$ cat src/rtl/rs232_uart_ctrl.sv
// +----------------------------------------------------------------------------+
// | rs232_uart_ctrl                                                              |
// | Full-duplex RS232 UART: 8 data bits MSB first, odd parity, 1 stop bit.      |
// | Revision: 1.0                                                                |
// +----------------------------------------------------------------------------+
`default_nettype none

module rs232_uart_ctrl #(
  parameter int CLKS_PER_BIT = 10417,
  parameter int DATA_W       = 8
) (
  input  logic              clk,
  input  logic              rst,
  input  logic              send_word,
  input  logic [DATA_W-1:0] data_rs232_out,
  output logic              new_word,
  output logic [DATA_W-1:0] data_rs232_in,
  output logic              parity_err,
  output logic              frame_err,
  output logic              tx_busy,
  input  logic              rx,
  output logic              tx
);

  localparam int c_cnt_w = $clog2(CLKS_PER_BIT);
  localparam int c_idx_w = (DATA_W > 1) ? $clog2(DATA_W) : 1;

  localparam logic [c_cnt_w-1:0] c_cnt_last = c_cnt_w'(CLKS_PER_BIT - 1);
  localparam logic [c_cnt_w-1:0] c_cnt_half = c_cnt_w'(CLKS_PER_BIT / 2);
  localparam logic [c_cnt_w-1:0] c_cnt_one  = c_cnt_w'(1);
  localparam logic [c_idx_w-1:0] c_idx_last = c_idx_w'(DATA_W - 1);
  localparam logic [c_idx_w-1:0] c_idx_one  = c_idx_w'(1);

  localparam logic [2:0] c_st_idle   = 3'd0;
  localparam logic [2:0] c_st_start  = 3'd1;
  localparam logic [2:0] c_st_data   = 3'd2;
  localparam logic [2:0] c_st_parity = 3'd3;
  localparam logic [2:0] c_st_stop   = 3'd4;

  // ---------------------------------------------------------------- receiver
  logic               r_rx_meta, r_rx_sync, r_rx_prev;
  logic [2:0]         r_rx_state, w_rx_state_next;
  logic [c_cnt_w-1:0] r_rx_cnt;
  logic [c_idx_w-1:0] r_rx_idx;
  logic [DATA_W-1:0]  r_rx_shift;
  logic               r_rx_par;
  logic               w_rx_tick, w_rx_mid_start, w_rx_fall, w_rx_par_ok;

  always_ff @(posedge clk or negedge rst) begin
    if (!rst) begin
      r_rx_meta <= 1'b1;
      r_rx_sync <= 1'b1;
      r_rx_prev <= 1'b1;
    end else begin
      r_rx_meta <= rx;
      r_rx_sync <= r_rx_meta;
      r_rx_prev <= r_rx_sync;
    end
  end

  always_ff @(posedge clk or negedge rst) begin
    if (!rst) r_rx_state <= c_st_idle;
    else      r_rx_state <= w_rx_state_next;
  end

  always_comb begin
    w_rx_state_next = r_rx_state;
    case (r_rx_state)
      c_st_idle:   if (w_rx_fall) w_rx_state_next = c_st_start;
      c_st_start:  if (w_rx_mid_start) w_rx_state_next = r_rx_sync ? c_st_idle : c_st_data;
      c_st_data:   if (w_rx_tick && (r_rx_idx == c_idx_last)) w_rx_state_next = c_st_parity;
      c_st_parity: if (w_rx_tick) w_rx_state_next = c_st_stop;
      c_st_stop:   if (w_rx_tick) w_rx_state_next = c_st_idle;
      default:     w_rx_state_next = c_st_idle;
    endcase
  end

  always_comb begin
    w_rx_fall      = r_rx_prev & ~r_rx_sync;
    w_rx_tick      = (r_rx_cnt == c_cnt_last);
    w_rx_mid_start = (r_rx_state == c_st_start) && (r_rx_cnt == c_cnt_half);
    w_rx_par_ok    = ^{r_rx_shift, r_rx_par};
  end

  // Counter is rezeroed at mid start bit so every later tick lands mid-bit
  always_ff @(posedge clk or negedge rst) begin
    if (!rst) begin
      r_rx_cnt      <= '0;
      r_rx_idx      <= '0;
      r_rx_shift    <= '0;
      r_rx_par      <= 1'b0;
      data_rs232_in <= '0;
      new_word      <= 1'b0;
      parity_err    <= 1'b0;
      frame_err     <= 1'b0;
    end else begin
      new_word   <= 1'b0;
      parity_err <= 1'b0;
      frame_err  <= 1'b0;
      case (r_rx_state)
        c_st_start: r_rx_cnt <= w_rx_mid_start ? '0 : r_rx_cnt + c_cnt_one;
        c_st_data: begin
          r_rx_cnt <= w_rx_tick ? '0 : r_rx_cnt + c_cnt_one;
          if (w_rx_tick) begin
            r_rx_shift <= {r_rx_shift[DATA_W-2:0], r_rx_sync};
            r_rx_idx   <= r_rx_idx + c_idx_one;
          end
        end
        c_st_parity: begin
          r_rx_cnt <= w_rx_tick ? '0 : r_rx_cnt + c_cnt_one;
          if (w_rx_tick) r_rx_par <= r_rx_sync;
        end
        c_st_stop: begin
          r_rx_cnt <= w_rx_tick ? '0 : r_rx_cnt + c_cnt_one;
          if (w_rx_tick) begin
            new_word   <= r_rx_sync & w_rx_par_ok;
            parity_err <= ~w_rx_par_ok;
            frame_err  <= ~r_rx_sync;
            if (r_rx_sync && w_rx_par_ok) data_rs232_in <= r_rx_shift;
          end
        end
        default: begin
          r_rx_cnt <= '0;
          r_rx_idx <= '0;
        end
      endcase
    end
  end

  // ------------------------------------------------------------- transmitter
  logic [2:0]         r_tx_state, w_tx_state_next;
  logic [c_cnt_w-1:0] r_tx_cnt;
  logic [c_idx_w-1:0] r_tx_idx;
  logic [DATA_W-1:0]  r_tx_data;
  logic               r_tx_par;
  logic               w_tx_tick;

  always_ff @(posedge clk or negedge rst) begin
    if (!rst) r_tx_state <= c_st_idle;
    else      r_tx_state <= w_tx_state_next;
  end

  always_comb begin
    w_tx_state_next = r_tx_state;
    case (r_tx_state)
      c_st_idle:   if (send_word) w_tx_state_next = c_st_start;
      c_st_start:  if (w_tx_tick) w_tx_state_next = c_st_data;
      c_st_data:   if (w_tx_tick && (r_tx_idx == '0)) w_tx_state_next = c_st_parity;
      c_st_parity: if (w_tx_tick) w_tx_state_next = c_st_stop;
      c_st_stop:   if (w_tx_tick) w_tx_state_next = c_st_idle;
      default:     w_tx_state_next = c_st_idle;
    endcase
  end

  // Line level decodes straight from state flops so reset forces idle at once
  always_comb begin
    w_tx_tick = (r_tx_cnt == c_cnt_last);
    tx_busy   = (r_tx_state != c_st_idle);
    case (r_tx_state)
      c_st_start:  tx = 1'b0;
      c_st_data:   tx = r_tx_data[r_tx_idx];
      c_st_parity: tx = r_tx_par;
      default:     tx = 1'b1;
    endcase
  end

  always_ff @(posedge clk or negedge rst) begin
    if (!rst) begin
      r_tx_cnt  <= '0;
      r_tx_idx  <= '0;
      r_tx_data <= '0;
      r_tx_par  <= 1'b0;
    end else begin
      case (r_tx_state)
        c_st_idle: begin
          r_tx_cnt <= '0;
          if (send_word) begin
            r_tx_data <= data_rs232_out;
            r_tx_par  <= ~^data_rs232_out;
            r_tx_idx  <= c_idx_last;
          end
        end
        c_st_data: begin
          r_tx_cnt <= w_tx_tick ? '0 : r_tx_cnt + c_cnt_one;
          if (w_tx_tick) r_tx_idx <= r_tx_idx - c_idx_one;
        end
        default: r_tx_cnt <= w_tx_tick ? '0 : r_tx_cnt + c_cnt_one;
      endcase
    end
  end

endmodule

`default_nettype wire

$ cat config.mk
export PLATFORM = sky130hd
export DESIGN_NAME = rs232_uart_ctrl
export DESIGN_NICKNAME = d
export VERILOG_FILES = /design/src/rtl/rs232_uart_ctrl.sv
export SDC_FILE = /design/constraint.sdc
export NUM_CORES = 1
export LEC_CHECK = 0
export CAP_MARGIN = 40
export CORE_ASPECT_RATIO = 1.5
export CORE_MARGIN = 4
export CORE_UTILIZATION = 63
export CTS_CLUSTER_DIAMETER = 100
export DETAILED_ROUTE_END_ITERATION = 6
export GPL_ROUTABILITY_DRIVEN = 0
export PLACE_DENSITY = 0.85
export SETUP_SLACK_MARGIN = 0.05
export SYNTH_ARGS = -nofsm -noshare
export SYNTH_HDL_FRONTEND = slang
export SYNTH_SLANG_ARGS = --single-unit
$ cat constraint.sdc
create_clock -name clk -period 5.3 [get_ports clk]
set_input_delay 1.06 -clock clk [delete_from_list [all_inputs] [get_ports clk]]
set_output_delay 1.06 -clock clk [all_outputs]
set_load 0.02 [all_outputs]
==> results of run 1 <==
flip-flops by register name (all words and copies together) (netlist names), 3 cells and up:
name,cells
r_rx_shift,8
r_rx_cnt,14
r_tx_data,8
r_rx_idx,3
r_tx_idx,3
r_tx_state,3
data_rs232_in,8
r_rx_state,3
r_tx_cnt,14
layout by cell type (no fill, tap or decap), drive strengths merged, types with 4 or more instances in the layout:
cell and instances:
dfrtp 69, nor2 40, mux2 25, clkdlybuf4s50 23, xnor2 22, nand2 19
xor2 18, nand3 14, inv 12, o21ai 11, clkbuf 10, ha 8
and3 7, nor3 7, a21oi 6, and4 5, nand4 4, clkinvlp 4
or4b 4
cell families after synthesis:
logic type | Yosys count | share of synthesized area
AND/OR/NAND/NOR | 121 | 0.195
multiplexers | 30 | 0.101
adder cells (fa/ha/maj) | 8 | 0.0280
AO/OA/AOI/OAI | 23 | 0.0417
buffers and inverters | 18 | 0.0245
flip-flops | 72 | 0.506
XOR/XNOR | 41 | 0.104
worst reg2reg max path, stage by stage, from the launching register on:
cell and delay, ns:
dfrtp_1 0.41, inv_1 0.07, ha_1 0.13, or4b_4 0.48, nor4_4 0.57, a21oi_2 0.13, a21oi_4 0.40, mux2_4 0.34
per-layer routing:
layer  vias to the layer above  global-route usage  part of all wire
met2                        46               0.374              0.54
li1                       1140                   -                 -
met1                      1208               0.237              0.40
met3                        22              0.0331             0.027
met5                         -                   0                 0
met4                         0               0.125             0.031
power by group:
group / leakage [nW] / internal, mW / switching [mW]
sequential: 0.952 / 0.574 / 0.0310
combinational: 0.750 / 0.0811 / 0.0985
clock: 0.0809 / 0.183 / 0.204
total: 1.78 / 0.838 / 0.333
area by class of cell:
class | count | area (sq um) | area share
Clock buffer | 10 | 138 | 0.0339
Inverter | 11 | 41.3 | 0.0102
Sequential cell | 72 | 1810 | 0.445
Timing Repair Buffer | 26 | 263 | 0.0648
Tap cell | 70 | 87.6 | 0.0216
Multi-Input combinational cell | 223 | 1680 | 0.414
Clock inverter | 6 | 43.8 | 0.0108
worst max-delay path by stage:
stage / slack (ns) / to / depth (start not counted)
after global routing: 1.54 / tx / 6
after CTS: 1.70 / tx / 6
final: 1.72 / tx / 6
after floorplan: 2.64 / tx / 5
after detailed placement: 2.08 / tx / 6
after global placement: 2.10 / tx / 6
metrics by stage:
step / setup WS, ns / utilization / std cells
after floorplan: 2.64 / - / 313
after global placement: 2.10 / 0.702 / 401
after detailed placement: 2.08 / 0.706 / 402
after CTS: 1.70 / 0.739 / 418
after global routing: 1.54 / 0.739 / 418
final: 1.72 / 0.739 / 418
==> impl_metrics.py, run 1 <==
metrics = {
    "routing": {
        "route.detailed.drc": 0,
        "drt_iter0_markers": 114,
        "num_vias": 2416,
        "routed_via_density": 5.78,
        "first_pass_iters": 4,
        "finalWirelength_microns": 6500,
        "final_antenna_net_count": 0,
        "wl_per_cell_microns": 15.6,
    },
    "global_routing": {
        "grt_overflow_total": 0,
        "grt_pass1_vias": 2559,
        "antenna_found_initial": 0,
        "grt.total_usage": 0.210,
        "grt_pass1_wl_microns": 11600,
        "grt_max_degree": 33,
    },
    "synthesis": {
        "synth_top_cell_area_share": 0.484,
        "syn-num-nets": 333,
        "synthArstFlopShare": 1.00,
        "synth_largest_area_cell": "dfrtp_1",
        "synth_area_leaders": "dfrtp_1 48%, mux2_2 7.6%, xnor2_1 5.4%",
        "yosys.cell_types.count": 54,
        "ys_ff_latch": 72,
        "synth-edff-count": 0,
        "avgSynthCellArea_sq_um": 11.4,
        "yosysMostFrequentCell": "dfrtp_1",
        "syn_area_sq_mm": 0.00357,
        "synthTopCellsByCount": "69 x dfrtp_1, 38 x nor2_1, 24 x mux2_2",
        "synth_flop_cell": "dfrtp_1",
        "yosys_warnings": 0,
        "synth_seq_area_share": 0.506,
        "syn_inst": 313,
    },
    "clocking": {
        "root_buffer": "clkbuf_8",
        "hold_buffers": 0,
        "cts-resized-gates": 0,
        "clk_latency_ns": 0.34,
        "htree_levels": 3,
        "cts_tree": "yes",
        "cts_sinks": 72,
        "numCtsBuffers": 9,
        "cts_buffer_depth": 2,
        "cts.clk_slew.worst_paths_ns": 0.08,
        "post_cts_buffers": 0,
    },
    "die": {
        "core_sq_mm": 0.00549,
        "die-area_sq_mm": 0.00696,
        "initial_utilization": 0.650,
        "fp.dieH_microns": 100,
        "rows": 33,
        "die_w_microns": 69.5,
        "boundaryPins": 25,
    },
    "place": {
        "io_buffers": 24,
        "dpl-instance-area_sq_mm": 0.00387,
        "hpwl_microns": 4740,
    },
    "critical_path": {
        "startpoint": "r_tx_idx[0]$_DFFE_PN0P_",
        "cpMaxStageDelayCell": "clkdlybuf4s50_1",
        "cp_slowest_stage_delay_ns": 0.53,
        "rrSetupSlack_ns": 2.65,
        "cp.required_ns": 4.24,
        "critPathMaxFanout": 5,
        "reg2reg_depth": 7,
        "crit_buf_inv": 1,
        "worstPathCellList": "mux4_2 > and2_1 > a211oi_1 > a21oi_1 > or2_2 > clkdlybuf4s50_1",
        "crit_path_end_kind": "output port",
        "path_class": "reg -> out",
        "r2r-end": "r_rx_state[0]$_DFFE_PN0P_",
        "cp_top_family": "buffers and inverters",
        "critPathLaunchType": "flop",
        "cp.arrival_ns": 2.52,
        "r2r_start": "r_rx_cnt[0]$_DFF_PN0_",
    },
    "timing": {
        "max_freq_ghz": 0.279,
        "slew_violations": 0,
        "tns_ns": 0,
        "layout_worst_path_cycle_share": 0.675,
        "setup_viol": 0,
        "post-route-min-period_ns": 3.58,
        "clock_skew_ns": 0.00752,
        "maxSlewHeadroom": 0.609,
        "timing.hold.ws_ns": 0.359,
        "rsz0062_at_grt": "no",
        "hold_viol": 0,
        "worst_pin_slew_ns": 0.583,
    },
    "worst_hold_path": {
        "min_path_cells": 0,
        "hold_class": "reg -> reg",
        "min_delay_worst_endpoint": "r_rx_sync$_DFF_PN1_",
        "hp-start": "r_rx_meta$_DFF_PN1_",
    },
    "cells_and_area": {
        "fin_nets": 363,
        "finalInstanceArea_sq_mm": 0.00406,
        "diodes": 0,
        "syn_to_final_growth_pct": 13.6,
        "drive_gt1_frac": 0.193,
        "nFillCells": 382,
    },
    "power_and_ir_drop": {
        "power_mw": 1.17,
        "max-vdd-ir-drop_v": 0.000244,
        "p_leak_nw": 1.78,
        "powerDensity_mw_per_mm2": 289,
    },
    "run_status": {
        "status": "finished, final reports clean",
    },
    "job": {
        "cap_violations": 0,
    },
}
Note: power is estimated with default switching activity, not from simulation.
==> run 2, diff against run 1 <==
--- a/config.mk
+++ b/config.mk
@@ -8,11 +8,11 @@
 export CAP_MARGIN = 40
 export CORE_ASPECT_RATIO = 1.5
 export CORE_MARGIN = 4
-export CORE_UTILIZATION = 63
+export CORE_UTILIZATION = 58
 export CTS_CLUSTER_DIAMETER = 100
 export DETAILED_ROUTE_END_ITERATION = 6
 export GPL_ROUTABILITY_DRIVEN = 0
-export PLACE_DENSITY = 0.85
+export PLACE_DENSITY = 0.79
 export SETUP_SLACK_MARGIN = 0.05
 export SYNTH_ARGS = -nofsm -noshare
 export SYNTH_HDL_FRONTEND = slang
==> constraint.sdc (replaced) <==
create_clock -name clk -period 3.6 [get_ports clk]
set_input_delay 0.72 -clock clk [delete_from_list [all_inputs] [get_ports clk]]
set_output_delay 0.72 -clock clk [all_outputs]
set_load 0.02 [all_outputs]
==> run 2 against run 1 <==
Compared with the run above:
- worst hold slack worse by 0.00053 ns
- cell count up 0.48%
- core utilization down 5.0 points
- die area up 7.8%
- critical path type unchanged
- critical endpoint unchanged
==> impl_metrics.py, run 2 (same netlist as run 1, synthesis figures left out) <==
metrics = {
    "place": {
        "io_buffers": 24,
        "hpwl_microns": 4340,
    },
    "critical_path": {
        "critPathLaunchType": "flop",
        "cp_slowest_stage_delay_ns": 0.53,
        "cp.arrival_ns": 2.54,
        "rrSetupSlack_ns": 0.98,
        "reg2reg_depth": 7,
        "cp-endpoint": "tx",
        "startpoint": "r_tx_idx[0]$_DFFE_PN0P_",
        "crit_cells": 6,
        "cp.required_ns": 2.88,
        "cp_top_family": "buffers and inverters",
        "cpMaxStageDelayCell": "clkdlybuf4s50_1",
        "r2r_start": "r_rx_cnt[0]$_DFF_PN0_",
        "critPathMaxFanout": 5,
        "crit_buf_inv": 1,
        "path_class": "reg -> out",
        "worstPathCellList": "mux4_2 > and2_1 > a211oi_1 > a21oi_1 > or2_2 > clkdlybuf4s50_1",
        "r2r-end": "data_rs232_in[0]$_DFFE_PN0P_",
        "crit_path_end_kind": "output port",
    },
    "routing": {
        "wl_per_cell_microns": 14.5,
        "drt_iter0_markers": 121,
        "final_antenna_net_count": 0,
        "first_pass_iters": 4,
        "finalWirelength_microns": 6070,
        "routed_via_density": 5.59,
        "route.detailed.drc": 0,
        "num_vias": 2347,
    },
    "power_and_ir_drop": {
        "powerDensity_mw_per_mm2": 419,
        "p_leak_nw": 1.79,
        "max-vdd-ir-drop_v": 0.000365,
    },
    "die": {
        "boundaryPins": 25,
        "fp.dieH_microns": 104,
        "die_w_microns": 72.1,
        "initial_utilization": 0.608,
        "core_sq_mm": 0.00587,
        "die-area_sq_mm": 0.00750,
        "rows": 34,
    },
    "timing": {
        "hold_viol": 0,
        "worst_pin_slew_ns": 0.816,
        "setup_viol": 0,
        "max_freq_ghz": 0.306,
        "slew_violations": 0,
        "layout_worst_path_cycle_share": 0.907,
        "rsz0062_at_grt": "no",
        "maxSlewHeadroom": 0.456,
        "tns_ns": 0,
        "post-route-min-period_ns": 3.26,
        "clock_skew_ns": 0.0119,
    },
    "clocking": {
        "cts_buffer_depth": 2,
        "cts_sinks": 72,
        "numCtsBuffers": 9,
        "cts-resized-gates": 0,
        "cts.clk_slew.worst_paths_ns": 0.08,
        "root_buffer": "clkbuf_8",
        "cts_tree": "yes",
        "post_cts_buffers": 0,
        "hold_buffers": 0,
        "clk_latency_ns": 0.34,
        "htree_levels": 3,
    },
    "job": {
        "cap_violations": 0,
    },
    "cells_and_area": {
        "nFillCells": 452,
        "syn_to_final_growth_pct": 13.2,
        "utilization": 0.689,
        "drive_gt1_frac": 0.187,
        "layout.cells.most_common": "dfrtp_1",
        "fin_nets": 363,
        "final_cell_mix": "69 x dfrtp_1, 38 x nor2_1, 24 x mux2_2",
        "diodes": 0,
        "reg.largest.list": "r_rx_cnt (14), r_tx_cnt (14)",
    },
    "worst_hold_path": {
        "hold_class": "reg -> reg",
    },
    "global_routing": {
        "grt_max_degree": 38,
        "grt.total_usage": 0.183,
        "grt_overflow_total": 0,
        "grt_pass1_vias": 2439,
        "antenna_found_initial": 0,
        "grt_pass1_wl_microns": 11000,
    },
    "run_status": {
        "status": "finished, final reports clean",
    },
}
-- run 2: worst min-delay path by stage --
stage	start	endpoint	slack, ns	cells past startpoint
after floorplan	r_rx_meta$_DFF_PN1_	r_rx_sync$_DFF_PN1_	0.35	0
after global placement	r_rx_meta$_DFF_PN1_	r_rx_sync$_DFF_PN1_	0.35	0
after detailed placement	r_rx_meta$_DFF_PN1_	r_rx_sync$_DFF_PN1_	0.35	0
after CTS	r_rx_meta$_DFF_PN1_	r_rx_sync$_DFF_PN1_	0.36	0
after global routing	r_rx_meta$_DFF_PN1_	r_rx_sync$_DFF_PN1_	0.36	0
final	r_rx_meta$_DFF_PN1_	r_rx_sync$_DFF_PN1_	0.36	0
-- run 2: final cells by class --
class | count | area, sq um | share of cell area
Clock buffer | 11 | 131 | 0.0325
Timing Repair Buffer | 26 | 263 | 0.0650
Multi-Input combinational cell | 223 | 1680 | 0.415
Inverter | 11 | 41.3 | 0.0102
Clock inverter | 5 | 35.0 | 0.00866
Tap cell | 72 | 90.1 | 0.0223
Sequential cell | 72 | 1810 | 0.446
-- run 2: metal layers --
layer / track usage / wire length (microns) / up-vias
li1: - / - / 1146
met1: 0.231 / 2590 / 1151
met2: 0.288 / 3140 / 37
met3: 0.0416 / 175 / 13
met4: 0.0968 / 155 / 0
met5: 0 / 0 / -
-- run 2: report_power, final --
| part | internal [mW] | switching (mW) |
|---|---|---|
| combinational | 0.118 | 0.140 |
| sequential | 0.845 | 0.0469 |
| clock | 0.250 | 0.292 |
| total | 1.21 | 0.479 |
-- run 2: metrics by stage --
stage	worst slack [ns]	power [mW]	hold WS, ns	instances	area (sq um)
floorplan	1.28	1.11	0.345	313	3570
global placement	0.742	1.16	0.347	404	3880
detailed placement	0.690	1.17	0.349	404	3880
CTS	0.302	1.72	0.359	420	4040
global route	0.232	1.79	0.361	420	4040
finish	0.337	1.69	0.359	420	4040
-- run 2: worst reg2reg max path: stages (launching register included) --
cell and delay [ns]:
dfrtp_1 0.41, inv_1 0.07, ha_1 0.13, or4b_4 0.48
nor4_1 0.53, nand3_1 0.27, nor2_4 0.26, mux2_2 0.36
==> run 3, diff against run 2 <==
--- a/config.mk
+++ b/config.mk
@@ -8,11 +8,12 @@
 export CAP_MARGIN = 40
 export CORE_ASPECT_RATIO = 1.5
 export CORE_MARGIN = 4
-export CORE_UTILIZATION = 58
+export CORE_UTILIZATION = 61
+export CTS_BUF_LIST = sky130_fd_sc_hd__clkbuf_8
 export CTS_CLUSTER_DIAMETER = 100
 export DETAILED_ROUTE_END_ITERATION = 6
 export GPL_ROUTABILITY_DRIVEN = 0
-export PLACE_DENSITY = 0.79
+export PLACE_DENSITY = 0.82
 export SETUP_SLACK_MARGIN = 0.05
 export SYNTH_ARGS = -nofsm -noshare
 export SYNTH_HDL_FRONTEND = slang
==> constraint.sdc (replaced) <==
create_clock -name clk -period 3.1 [get_ports clk]
set_input_delay 0.62 -clock clk [delete_from_list [all_inputs] [get_ports clk]]
set_output_delay 0.62 -clock clk [all_outputs]
set_load 0.02 [all_outputs]
==> run 3 against run 2 <==
Compared with the run above:
- power is 21% higher
- sequential cell count did not move
- register-to-register slack lost 0.45 ns
- clock skew rose by 0.0023 ns
- count of clock-buffer cells in the layout down 1
- critical path type unchanged
- largest power group unchanged
- highest routed layer unchanged
==> impl_metrics.py, run 3 (same netlist as run 1, synthesis figures left out) <==
metrics = {
    "run_status": {
        "status": "finished, final reports clean",
    },
    "routing": {
        "first_pass_iters": 4,
        "num_vias": 2332,
        "routed_via_density": 5.58,
        "wl_per_cell_microns": 14.5,
        "finalWirelength_microns": 6050,
        "route.detailed.drc": 0,
        "final_antenna_net_count": 0,
        "drt_iter0_markers": 108,
    },
    "clocking": {
        "post_cts_buffers": 0,
        "cts_buffer_depth": 2,
        "cts.clk_slew.worst_paths_ns": 0.08,
        "root_buffer": "clkbuf_8",
        "cts_sinks": 72,
        "numCtsBuffers": 9,
        "htree_levels": 3,
        "cts_tree": "yes",
        "clk_latency_ns": 0.34,
    },
    "die": {
        "die-area_sq_mm": 0.00717,
        "initial_utilization": 0.641,
        "rows": 33,
        "boundaryPins": 25,
        "die_w_microns": 70.5,
        "core_sq_mm": 0.00557,
        "fp.dieH_microns": 102,
    },
    "place": {
        "hpwl_microns": 4390,
        "preCtsSetupSlack_ns": 0.302,
        "io_buffers": 24,
    },
    "cells_and_area": {
        "reg.largest.list": "r_rx_cnt (14), r_tx_cnt (14)",
        "fin_nets": 363,
        "utilization": 0.730,
        "diodes": 0,
        "final_cell_mix": "69 x dfrtp_1, 38 x nor2_1, 24 x mux2_2",
        "drive_gt1_frac": 0.190,
        "layout.cells.most_common": "dfrtp_1",
        "syn_to_final_growth_pct": 14.0,
    },
    "global_routing": {
        "grt_max_degree": 39,
        "grt_pass1_wl_microns": 10800,
        "grt.total_usage": 0.188,
        "grt_pass1_vias": 2432,
        "antenna_found_initial": 0,
        "grt_overflow_total": 0,
    },
    "power_and_ir_drop": {
        "max-vdd-ir-drop_v": 0.000408,
        "p_leak_nw": 1.81,
        "power_mw": 2.06,
        "powerDensity_mw_per_mm2": 505,
    },
    "critical_path": {
        "cp_slowest_stage_delay_ns": 0.51,
        "cpMaxStageDelayCell": "mux4_2",
        "cp.required_ns": 2.48,
        "path_class": "reg -> out",
        "critPathLaunchType": "flop",
        "worstPathCellList": "mux4_2 > and2_1 > a211oi_1 > a21oi_1 > or2_2 > dlygate4sd2_1",
        "crit_path_end_kind": "output port",
        "cp.arrival_ns": 2.30,
        "critPathMaxFanout": 5,
    },
    "timing": {
        "worst_pin_slew_ns": 0.804,
        "layout_worst_path_cycle_share": 0.941,
        "maxSlewHeadroom": 0.464,
        "worst_slack_ns": 0.184,
        "setup_viol": 0,
        "post-route-min-period_ns": 2.92,
        "hold_viol": 0,
        "clock_skew_ns": 0.0142,
        "rsz0062_at_grt": "no",
        "slew_violations": 0,
        "tns_ns": 0,
        "max_freq_ghz": 0.343,
    },
    "job": {
        "cap_violations": 0,
    },
    "worst_hold_path": {
        "hold_class": "in -> async",
    },
}
run 3: cell types whose count changed in the layout (fill, tap and decap cells not counted), sizes merged:
cell           before  now
bufinv              0    1
clkbuf             11   10
clkdlybuf4s50      23   22
clkinv              4    3
dlygate4sd2         0    1
inv                11   12
run 3: final timing paths:
check	start	end	slack (ns)	cells after the start
setup reg to reg	r_rx_cnt[0]$_DFF_PN0_	data_rs232_in[6]$_DFFE_PN0P_	0.53	7
max in group asynchronous	rst	r_rx_prev$_DFF_PN1_	2.00	2
hold reg to reg	r_rx_meta$_DFF_PN1_	r_rx_sync$_DFF_PN1_	0.36	0
min in group clk	r_rx_meta$_DFF_PN1_	r_rx_sync$_DFF_PN1_	0.36	0
hold / removal	rst	r_tx_cnt[10]$_DFF_PN0_	0.35	1
setup / recovery	r_tx_idx[0]$_DFFE_PN0P_	tx	0.18	6
run 3: worst max-delay path: cells and delay by family (launching register included):
| kind | cells | cell delay [ns] |
|---|---|---|
| mux | 1 | 0.51 |
| flops | 1 | 0.44 |
| simple gates | 2 | 0.43 |
| buf+inv | 1 | 0.32 |
| compound gates | 2 | 0.24 |
run 3: through the flow:
step                hold slack (ns)  instances  instance area, sq um
floorplan                     0.324        313                  3570
global placement              0.346        402                  3870
detailed placement            0.349        402                  3870
CTS                           0.360        418                  4070
global route                  0.365        418                  4070
finish                        0.354        418                  4070
run 3: final cells by class:
class                      count  area (sq um)
fill                         401          1500
multi-input combinational    223          1680
inverter                      11          41.3
clock inverter                 6          60.1
timing repair buffer          26           262
clock buffer                  10           138
sequential                    72          1810
tap                           70          87.6
run 3: report_power, final:
part           total [mW]  switching (mW)  internal [mW]  leakage [nW]
combinational       0.296           0.159          0.137         0.755
clock               0.725           0.336          0.389         0.103
sequential           1.04          0.0531          0.982         0.952
run 3: routing by layer:
layer	track usage	up-vias	wire length (microns)	share of wire
met5	0	-	0	0
met4	0.0737	0	95	0.016
met3	0.0417	8	145	0.024
met2	0.331	28	3250	0.54
met1	0.223	1154	2570	0.42
li1	-	1142	-	-
run 3: timing repair:
| item | in CTS | in global routing |
|---|---|---|
| endpoints found under the setup margin | 1 | 0 |
| endpoints found under the hold margin | 0 | 0 |
| resized for setup | 1 | 0 |
| hold buffers | 0 | 0 |
